[src/rtl/spi_cap_pkg.sv]
// Shared types and sizing helpers for the SOUT readback capture block.
package spi_cap_pkg;

  localparam int WORD_W_DEF = 32;

  typedef enum logic [1:0] {
    IDLE,
    SHIFT,
    DONE
  } state_t;

  function automatic int cnt_w(input int word_w, input int frame_words);
    return $clog2(word_w * frame_words + 1);
  endfunction

endpackage

[src/rtl/spi_sout_capture_if.sv]
// Valid/ready read port carrying captured words and their frame tag.
interface spi_sout_capture_if #(
  parameter int WORD_W = 32
) ();

  logic [WORD_W-1:0] rd_data;
  logic              rd_tag;
  logic              rd_valid;
  logic              rd_ready;

  modport master (
    output rd_data,
    output rd_tag,
    output rd_valid,
    input  rd_ready
  );

  modport slave (
    input  rd_data,
    input  rd_tag,
    input  rd_valid,
    output rd_ready
  );

endinterface

[src/rtl/spi_cap_fifo.sv]
// First-word-fall-through FIFO with wrap-bit pointers; a push into a full
// FIFO only lands when a pop frees a slot in the same cycle.
module spi_cap_fifo #(
  parameter int W     = 33,
  parameter int DEPTH = 4
) (
  input  logic         clk,
  input  logic         rst,
  input  logic         push,
  input  logic [W-1:0] din,
  input  logic         pop_req,
  output logic [W-1:0] dout,
  output logic         valid,
  output logic         drop
);

  localparam int AW = $clog2(DEPTH);

  logic [AW:0]  wr_q, wr_d;
  logic [AW:0]  rd_q, rd_d;
  logic [W-1:0] mem_q [DEPTH];
  logic         empty;
  logic         full;
  logic         pop;
  logic         wr_en;

  assign empty = (wr_q == rd_q);
  assign full  = (wr_q[AW-1:0] == rd_q[AW-1:0])
              && (wr_q[AW] != rd_q[AW]);
  assign pop   = pop_req && !empty;
  assign wr_en = push && (!full || pop);
  assign drop  = push && full && !pop;

  always_comb begin
    wr_d = wr_q + {{AW{1'b0}}, wr_en};
    rd_d = rd_q + {{AW{1'b0}}, pop};
  end

  always_ff @(posedge clk or posedge rst) begin
    if (rst) begin
      wr_q <= '0;
      rd_q <= '0;
    end else begin
      wr_q <= wr_d;
      rd_q <= rd_d;
    end
  end

  always_ff @(posedge clk) begin
    if (wr_en) mem_q[wr_q[AW-1:0]] <= din;
  end

  // Gate the head so an empty FIFO always presents zeros.
  assign dout  = empty ? '0 : mem_q[rd_q[AW-1:0]];
  assign valid = !empty;

endmodule

[src/rtl/spi_sout_capture.sv]
// Deserialises the SPI array SOUT stream into tagged words and buffers
// them for host readback.
module spi_sout_capture
  import spi_cap_pkg::*;
#(
  parameter int WORD_W      = WORD_W_DEF,
  parameter int FRAME_WORDS = 4,
  parameter int FIFO_DEPTH  = 4,
  localparam int CW = cnt_w(WORD_W, FRAME_WORDS)
) (
  input  logic                   SCLK,
  input  logic                   RST,
  input  logic                   start,
  input  logic                   shift_en,
  input  logic                   SOUT,
  input  logic                   REGSEL,
  spi_sout_capture_if.master     rd,
  output logic                   busy,
  output logic                   done,
  output logic                   overflow,
  output logic [CW-1:0]          bit_cnt
);

  localparam int TOTAL = WORD_W * FRAME_WORDS;
  localparam int LW    = $clog2(WORD_W);

  state_t            state_q, state_d;
  logic [CW-1:0]     bit_cnt_q, bit_cnt_d;
  logic [WORD_W-2:0] sr_q, sr_d;
  logic              tag_q, tag_d;
  logic              ovf_q, ovf_d;

  logic              start_ok;
  logic              shift_ok;
  logic [CW-1:0]     cnt_inc;
  logic              word_done;
  logic              last_bit;
  logic [WORD_W-1:0] push_word;
  logic              drop;

  assign start_ok  = start && (state_q == IDLE);
  assign shift_ok  = shift_en && (state_q == SHIFT);
  assign cnt_inc   = bit_cnt_q + CW'(1);
  assign word_done = shift_ok && (cnt_inc[LW-1:0] == '0);
  assign last_bit  = shift_ok && (cnt_inc == CW'(TOTAL));
  assign push_word = {sr_q, SOUT};

  always_ff @(posedge SCLK or posedge RST) begin
    if (RST) state_q <= IDLE;
    else     state_q <= state_d;
  end

  always_comb begin
    state_d = state_q;
    unique case (state_q)
      IDLE:    if (start_ok) state_d = SHIFT;
      SHIFT:   if (last_bit) state_d = DONE;
      DONE:    state_d = IDLE;
      default: state_d = IDLE;
    endcase
  end

  always_comb begin
    busy = (state_q != IDLE);
    done = (state_q == DONE);
  end

  always_comb begin
    bit_cnt_d = bit_cnt_q;
    sr_d      = sr_q;
    tag_d     = tag_q;
    ovf_d     = ovf_q;
    if (start_ok) begin
      tag_d     = REGSEL;
      bit_cnt_d = '0;
      sr_d      = '0;
      ovf_d     = 1'b0;
    end else begin
      if (shift_ok) begin
        sr_d      = push_word[WORD_W-2:0];
        bit_cnt_d = cnt_inc;
      end
      if (drop) ovf_d = 1'b1;
    end
  end

  always_ff @(posedge SCLK or posedge RST) begin
    if (RST) begin
      bit_cnt_q <= '0;
      sr_q      <= '0;
      tag_q     <= 1'b0;
      ovf_q     <= 1'b0;
    end else begin
      bit_cnt_q <= bit_cnt_d;
      sr_q      <= sr_d;
      tag_q     <= tag_d;
      ovf_q     <= ovf_d;
    end
  end

  assign bit_cnt  = bit_cnt_q;
  assign overflow = ovf_q;

  spi_cap_fifo #(
    .W     (WORD_W + 1),
    .DEPTH (FIFO_DEPTH)
  ) u_fifo (
    .clk     (SCLK),
    .rst     (RST),
    .push    (word_done),
    .din     ({tag_q, push_word}),
    .pop_req (rd.rd_ready),
    .dout    ({rd.rd_tag, rd.rd_data}),
    .valid   (rd.rd_valid),
    .drop    (drop)
  );

endmodule

[src/flat_wrapper.sv]
// flat-port wrapper written by rule: the top's interface ports become plain ports
module spi_sout_capture_flat import spi_cap_pkg::*;
#(
  parameter int WORD_W      = WORD_W_DEF,
  parameter int FRAME_WORDS = 4,
  parameter int FIFO_DEPTH  = 4,
  localparam int CW = cnt_w(WORD_W, FRAME_WORDS)
)
  (SCLK, RST, start, shift_en, SOUT, REGSEL, busy, done, overflow, bit_cnt, rd_rd_data, rd_rd_tag, rd_rd_valid, rd_rd_ready);
  spi_sout_capture_if #(.WORD_W(WORD_W)) rd_i ();
  input  logic SCLK;
  input  logic RST;
  input  logic start;
  input  logic shift_en;
  input  logic SOUT;
  input  logic REGSEL;
  output logic busy;
  output logic done;
  output logic overflow;
  output logic [CW-1:0] bit_cnt;
  output wire logic [$bits(rd_i.rd_data)-1:0] rd_rd_data;
  output wire logic [$bits(rd_i.rd_tag)-1:0] rd_rd_tag;
  output wire logic [$bits(rd_i.rd_valid)-1:0] rd_rd_valid;
  input wire logic [$bits(rd_i.rd_ready)-1:0] rd_rd_ready;
  assign rd_rd_data = rd_i.rd_data;
  assign rd_rd_tag = rd_i.rd_tag;
  assign rd_rd_valid = rd_i.rd_valid;
  assign rd_i.rd_ready = rd_rd_ready;
  spi_sout_capture #(.WORD_W(WORD_W), .FRAME_WORDS(FRAME_WORDS), .FIFO_DEPTH(FIFO_DEPTH)) u_core (.SCLK(SCLK), .RST(RST), .start(start), .shift_en(shift_en), .SOUT(SOUT), .REGSEL(REGSEL), .rd(rd_i), .busy(busy), .done(done), .overflow(overflow), .bit_cnt(bit_cnt));
endmodule
[config.mk]
export PLATFORM = sky130hd
export DESIGN_NAME = spi_sout_capture_flat
export DESIGN_NICKNAME = d
export VERILOG_FILES = /design/src/rtl/spi_cap_pkg.sv /design/src/rtl/spi_sout_capture_if.sv /design/src/rtl/spi_cap_fifo.sv /design/src/rtl/spi_sout_capture.sv /design/src/flat_wrapper.sv
export SDC_FILE = /design/constraint.sdc
export NUM_CORES = 1
export LEC_CHECK = 0
export CAP_MARGIN = 0
export CORE_ASPECT_RATIO = 1.25
export CORE_MARGIN = 2
export CORE_UTILIZATION = 41
export DETAILED_ROUTE_END_ITERATION = 10
export PLACE_DENSITY = 0.64
export SKIP_LAST_GASP = 1
export SYNTH_ARGS = -nofsm -noshare
export SYNTH_HDL_FRONTEND = slang
export SYNTH_HIERARCHICAL = 1
export SYNTH_SLANG_ARGS = --single-unit
[constraint.sdc]
create_clock -name SCLK -period 9.98 [get_ports SCLK]
set_input_delay 2.994 -clock SCLK [delete_from_list [all_inputs] [get_ports SCLK]]
set_output_delay 2.994 -clock SCLK [all_outputs]
set_load 0.02 [all_outputs]
==> results of run 1 <==
-- worst max path at each step --
stage / startpoint / endpoint / slack [ns] / cells past startpoint
2_1_floorplan: shift_en / u_core/u_fifo/mem_q[0][0] / 0.46 / 6
3_3_place_gp: shift_en / u_core/u_fifo/mem_q[1][0] / 3.91 / 8
3_5_place_dp: shift_en / u_core/u_fifo/mem_q[1][0] / 3.88 / 8
4_1_cts: u_core/u_fifo/rd_q[0] / rd_rd_tag / 3.55 / 6
5_1_grt: u_core/u_fifo/rd_q[0] / rd_rd_data[12] / 3.31 / 6
6_report: u_core/u_fifo/rd_q[0] / rd_rd_tag / 3.66 / 6
-- routing by layer --
layer	global-route usage (%)	up-vias
li1	-	1755
met1	18.6	1971
met2	26.8	88
met3	3.11	11
met4	6.51	0
met5	0	-
-- registers in the layout, indices dropped and copies added (netlist names) --
| register | count |
|---|---|
| u_core/sr_q | 31 |
| u_core/u_fifo/mem_q | 132 |
| u_core/state_q | 2 |
| u_core/overflow | 1 |
| u_core/bit_cnt | 8 |
| u_core/tag_q | 1 |
| u_core/u_fifo/rd_q | 3 |
| u_core/u_fifo/wr_q | 3 |
-- power breakdown --
part	switching (mW)	internal (mW)	total, mW
clock	0.267	0.399	0.666
sequential	0.0534	0.869	0.923
combinational	0.388	0.367	0.755
-- logic make-up after synthesis --
family	after synthesis	synth area share [%]
AO/OA/AOI/OAI	58	4.68
XOR/XNOR	5	0.604
adder cells (fa/ha/maj)	5	0.863
buffers and inverters	31	2.81
flip-flops	181	71.6
multiplexers	34	10.8
AND/OR/NAND/NOR	122	8.58
-- final cells by class --
cell class              count  share of cell area (%)
repair buffers             63                    6.98
inverters                   6                   0.262
clock buffers              19                    5.15
well taps                 224                    3.26
clock inverters            13                    1.80
flip-flops and latches    181                    60.4
multi-input cells         224                    22.2
-- metrics by stage --
stage | worst slack, ns | power [mW]
floorplan | 0.463 | 1.43
global placement | 3.91 | 1.70
detailed placement | 3.88 | 1.71
CTS | 3.55 | 2.37
global route | 3.31 | 2.46
finish | 3.66 | 2.34
-- synth_stat cells, types with 2 or more instances --
| library cell | instances |
|---|---|
| edfxtp_1 | 132 |
| nand2_1 | 58 |
| dfrtp_1 | 49 |
| nor2b_1 | 35 |
| a21oi_1 | 33 |
| mux4_2 | 25 |
| o21ai_0 | 11 |
| buf_2 | 10 |
| buf_6 | 9 |
| mux4_1 | 8 |
| nand3_1 | 7 |
| nor2_1 | 7 |
| inv_1 | 6 |
| a22o_1 | 5 |
| ha_1 | 5 |
| clkbuf_1 | 4 |
| xor2_1 | 4 |
| a31oi_1 | 3 |
| buf_4 | 2 |
| nand3b_1 | 2 |
| nand4_1 | 2 |
-- cell usage in the layout (no fill, tap or decap), types with 3 or more instances in the layout --
cell type,n
a21oi_1,33
a22o_1,5
buf_4,12
bufinv_16,3
clkbuf_16,17
clkdlybuf4s50_1,51
clkinv_1,4
clkinvlp_4,3
dfrtp_1,48
edfxtp_1,132
ha_1,5
inv_1,5
mux4_1,8
mux4_2,25
nand2_1,58
nand3_1,7
nor2_1,7
nor2b_1,35
o21ai_0,11
xor2_1,4
==> results_dict.tcl, run 1 <==
set metrics [dict create \
    coreArea_sq_um 17400 \
    multi_input_area_sq_um 1910 \
    drt_iter0_drc 256 \
    placedCellCount 698 \
    cts.htree.levels 4 \
    ys_ff_latch 181 \
    grt_setup_unrepaired "false" \
    grt_usage_pct 15.5 \
    synth_area_leaders "edfxtp_1, dfrtp_1, mux4_2, nor2b_1, nand2_1" \
    setup_violations 0 \
    route.met2.wl_mm 7.25 \
    max_slew_margin_pct 48.6 \
    hold_start "u_core/u_fifo/wr_q[2]" \
    startpoint_type "flip-flop" \
    hold_buffers 0 \
    antenna_cells 0 \
    layout-drive-gt1-share_pct 15.4 \
    path_cells "buf_4, xor2_1, nor3b_4, buf_4, nor2b_1, clkdlybuf4s50_1" \
    max_cap_viol_count 0 \
    grt_overflow 0 \
    start_util_pct 41.7 \
    num-nets-final 505 \
    syn_nets 448 \
    drc 0 \
    clkSinkCount 181 \
    layout_min_cycle_time_ns 6.32 \
    numPortBuffers 51 \
    cp_common_cell "buf_4" \
    worst_path_dominant_cell_family "buffers and inverters" \
    r2r-start "u_core/state_q[1]" \
    reg2reg_depth 7 \
    regArea_sq_um 5190 \
    ys_seq_area_share_pct 71.6 \
    ys.flop_type "edfxtp_1" \
    required_ns 6.99 \
    final_antenna_net_count 0 \
    dieArea_sq_um 18800 \
    die_w_um 123 \
    place_congestion 0.718 \
    routedWlPerCell_um 18.3 \
    syn_inst 436 \
    final_area_sq_um 8600 \
    finalHoldViolCount 0 \
    worst-setup-path-type "flip-flop to output pin" \
    wirelength_mm 13.4 \
    holdCritPathClass "flip-flop to flip-flop" \
    clock_latency_ns 0.42 \
    hold_path_end "u_core/u_fifo/wr_q[2]" \
    drt_pre_antenna_iters 4 \
    outcome "complete, no violations" \
    yosys_warnings 6 \
    grt_pass1_wl_mm 21.7 \
    syn_avg_cell_area_sq_um 16.6 \
    area_growth_pct 18.7 \
    post_cts_resize_count 0 \
    top_layer_used "met4" \
    postCtsSetupRepairBufs 0 \
    cp_data_arrival_time_ns 3.33 \
    fillCellCount 1397 \
    rows 54 \
    synth-edff-count 132 \
    timing.fmax_mhz 158 \
    wl_met3_um 494 \
    synth_area_leader_cell "edfxtp_1" \
    clockRootBuffer "clkbuf_16" \
    cp_max_fo 38 \
    placed_area_sq_um 8000 \
    vias 3825 \
    setup.worst_path.end_class "output pin" \
    cts_tree "yes" \
    m1WireLength_mm 5.43 \
    slew_viol_final 0 \
    vias_per_cell 5.24 \
    hpwl_mm 7.89 \
    fin_hold_ws_ns 0.488 \
    rrSetupSlack_ns 6.90 \
    reg2reg_to "u_core/u_fifo/mem_q[1][25]" \
    critPathSlowestCell "nor3b_4" \
    clk_pin_slew_ns 0.06 \
    synth_top_area_share_pct 54.7 \
    ir_worst_vdd_uv 122 \
    grt_start_max_net_pins 42 \
    fin_worst_skew_ns 0.00822 \
    io_pins 52 \
    die_h_um 153 \
    cts_inserted_buffers 17 \
    clockBufferDepth 2 \
    syn_area_sq_um 7250 \
    p_leak_nw 3.10 \
    crit_buf_inv 3 \
    utilization_pct 49.5 \
    slowest_delay_ns 0.70 \
    ys_async_sr_fraction_pct 27.1 \
    finalCritPeriodShare_pct 63.3 \
    grt_pass1_vias 4039 \
    worst_slew_pin_slew_ns 0.771 \
    powerDensity_nw_per_um2 273 \
    synth.distinct_cells 40 \
    instances_no_fill 730 \
    antenna_found_initial 0 \
    setup_tns_ns 0 \
    min_delay_path_depth 1 \
]
Note: power is estimated with default switching activity, not from simulation.
==> run 2: changes to the inputs <==
--- a/config.mk
+++ b/config.mk
@@ -10,7 +10,7 @@
 export CORE_MARGIN = 2
 export CORE_UTILIZATION = 41
 export DETAILED_ROUTE_END_ITERATION = 10
-export PLACE_DENSITY = 0.64
+export PLACE_DENSITY = 0.66
 export SKIP_LAST_GASP = 1
 export SYNTH_ARGS = -nofsm -noshare
 export SYNTH_HDL_FRONTEND = slang
==> constraint.sdc (replaced) <==
create_clock -name SCLK -period 5.6 [get_ports SCLK]
set_input_delay 1.68 -clock SCLK [delete_from_list [all_inputs] [get_ports SCLK]]
set_output_delay 1.68 -clock SCLK [all_outputs]
set_load 0.02 [all_outputs]
==> run 2 against run 1 <==
  * Worst setup slack worse by 2.7 ns
  * Clock power up 86%
  * Register-to-register slack got worse by 4.1 ns
  * Design area up 0.44%
  * Combinational power rose by 68%
  * Critical endpoint is now rd_rd_data[8]
  * Non-clock buffer count stayed put
  * Clock skew decreased by 0.0022 ns
==> results_dict.tcl, run 2 (same netlist as run 1, synthesis figures left out) <==
set metrics [dict create \
    die_h_um 153 \
    setup.worst_path.end_class "output pin" \
    worst_slew_pin_slew_ns 0.870 \
    drt_pre_antenna_iters 4 \
    worst-setup-path-type "flip-flop to output pin" \
    vias_per_cell 5.16 \
    powerDensity_nw_per_um2 489 \
    start_util_pct 41.7 \
    fin_hold_ws_ns 0.488 \
    placedCellCount 698 \
    place_congestion 0.788 \
    final_common_cell "edfxtp_1" \
    finalHoldViolCount 0 \
    cp_max_fo 26 \
    clkSinkCount 181 \
    path_cells "buf_4, mux4_1, nor2b_1, clkdlybuf4s50_1" \
    grt_start_max_net_pins 44 \
    setup_tns_ns 0 \
    timing.fmax_mhz 214 \
    final_area_sq_um 8640 \
    clockBufferDepth 2 \
    antenna_cells 0 \
    grt_pass1_vias 3835 \
    cp_data_arrival_time_ns 3.00 \
    post_cts_resize_count 0 \
    startpoint_type "flip-flop" \
    clk_pin_slew_ns 0.06 \
    coreArea_sq_um 17400 \
    layout-drive-gt1-share_pct 16.0 \
    cts_tree "yes" \
    grt_setup_unrepaired "false" \
    utilization_pct 49.7 \
    postCtsSetupRepairBufs 0 \
    grt_pass1_wl_mm 20.8 \
    cts_inserted_buffers 17 \
    setup_violations 0 \
    layout_min_cycle_time_ns 4.68 \
    dp_slack_ns 1.29 \
    cts.htree.levels 4 \
    rows 54 \
    dieArea_sq_um 18800 \
    drt_iter0_drc 191 \
    holdCritPathClass "flip-flop to flip-flop" \
    critPathSlowestCell "dfrtp_2" \
    max_slew_margin_pct 42.0 \
    outcome "complete, no violations" \
    required_ns 3.92 \
    routedWlPerCell_um 18.0 \
    layout_common_cells "edfxtp_1, nand2_1, clkdlybuf4s50_1, dfrtp_1, nor2b_1" \
    slew_viol_final 0 \
    placed_area_sq_um 8010 \
    final_antenna_net_count 0 \
    hold_buffers 0 \
    ir_worst_vdd_uv 240 \
    reg2reg_depth 6 \
    clockRootBuffer "clkbuf_16" \
    wirelength_mm 13.1 \
    area_growth_pct 19.2 \
    die_w_um 123 \
    clock_latency_ns 0.42 \
    setup_ws_ns 0.922 \
    num-nets-final 505 \
    numPortBuffers 51 \
    instances_no_fill 730 \
    grt_overflow 0 \
    drc 0 \
    p_leak_nw 3.12 \
    slowest_delay_ns 0.92 \
    largest_reg_flops 132 \
    hpwl_mm 7.69 \
    power.total_mw 4.22 \
    antenna_found_initial 0 \
    finalCritPeriodShare_pct 83.5 \
    min_delay_path_depth 1 \
    io_pins 52 \
    max_cap_viol_count 0 \
    vias 3767 \
    grt_usage_pct 14.8 \
    fin_worst_skew_ns 0.00598 \
]
[run 2: cell count changes in the layout (fill, tap and decap cells not counted), sizes merged]
cell / before / now
bufinv: 3 / 4
clkbuf: 19 / 18
clkinv: 6 / 4
clkinvlp: 3 / 2
inv: 7 / 10
[run 2: area by class of cell]
class / count / area, sq um
well taps: 224 / 280
fillers: 1393 / 8730
inverters: 6 / 22.5
clock buffers: 18 / 429
multi-input cells: 224 / 1920
repair buffers: 63 / 601
clock inverters: 14 / 194
flip-flops and latches: 181 / 5190
[run 2: per-layer routing]
metal	vias to the layer above	track usage [%]	share of wire, %
li1	1755	-	-
met1	1918	17.7	41
met2	81	25.9	55
met3	13	3.07	2.9
met4	0	5.64	1.3
met5	-	0	0
[run 2: path summary, 6_finish.rpt]
| check | to | startpoint | slack [ns] |
|---|---|---|---|
| setup / recovery | rd_rd_data[8] | u_core/u_fifo/rd_q[0] | 0.92 |
| hold / removal | u_core/u_fifo/rd_q[2] | u_core/u_fifo/rd_q[2] | 0.49 |
| setup reg to reg | u_core/u_fifo/mem_q[0][5] | u_core/bit_cnt[1] | 2.84 |
| hold reg to reg | u_core/u_fifo/rd_q[2] | u_core/u_fifo/rd_q[2] | 0.49 |
| max in group asynchronous | u_core/sr_q[10] | RST | 3.42 |
| min in group asynchronous | u_core/u_fifo/wr_q[0] | RST | 1.54 |
[run 2: power by group]
group	leakage, nW	internal (mW)	total, mW	switching, mW
Combinational	0.921	0.662	1.27	0.604
Sequential	1.89	1.55	1.72	0.171
Clock	0.302	0.752	1.24	0.488
Total	3.12	2.96	4.22	1.26
[run 2: worst max-delay path: cells and delay by family, from the launching register on]
| kind | cells | cell delay (ns) |
|---|---|---|
| flip-flops | 1 | 0.92 |
| multiplexers | 1 | 0.57 |
| AND/OR/NAND/NOR | 1 | 0.14 |
| buffers and inverters | 2 | 0.93 |
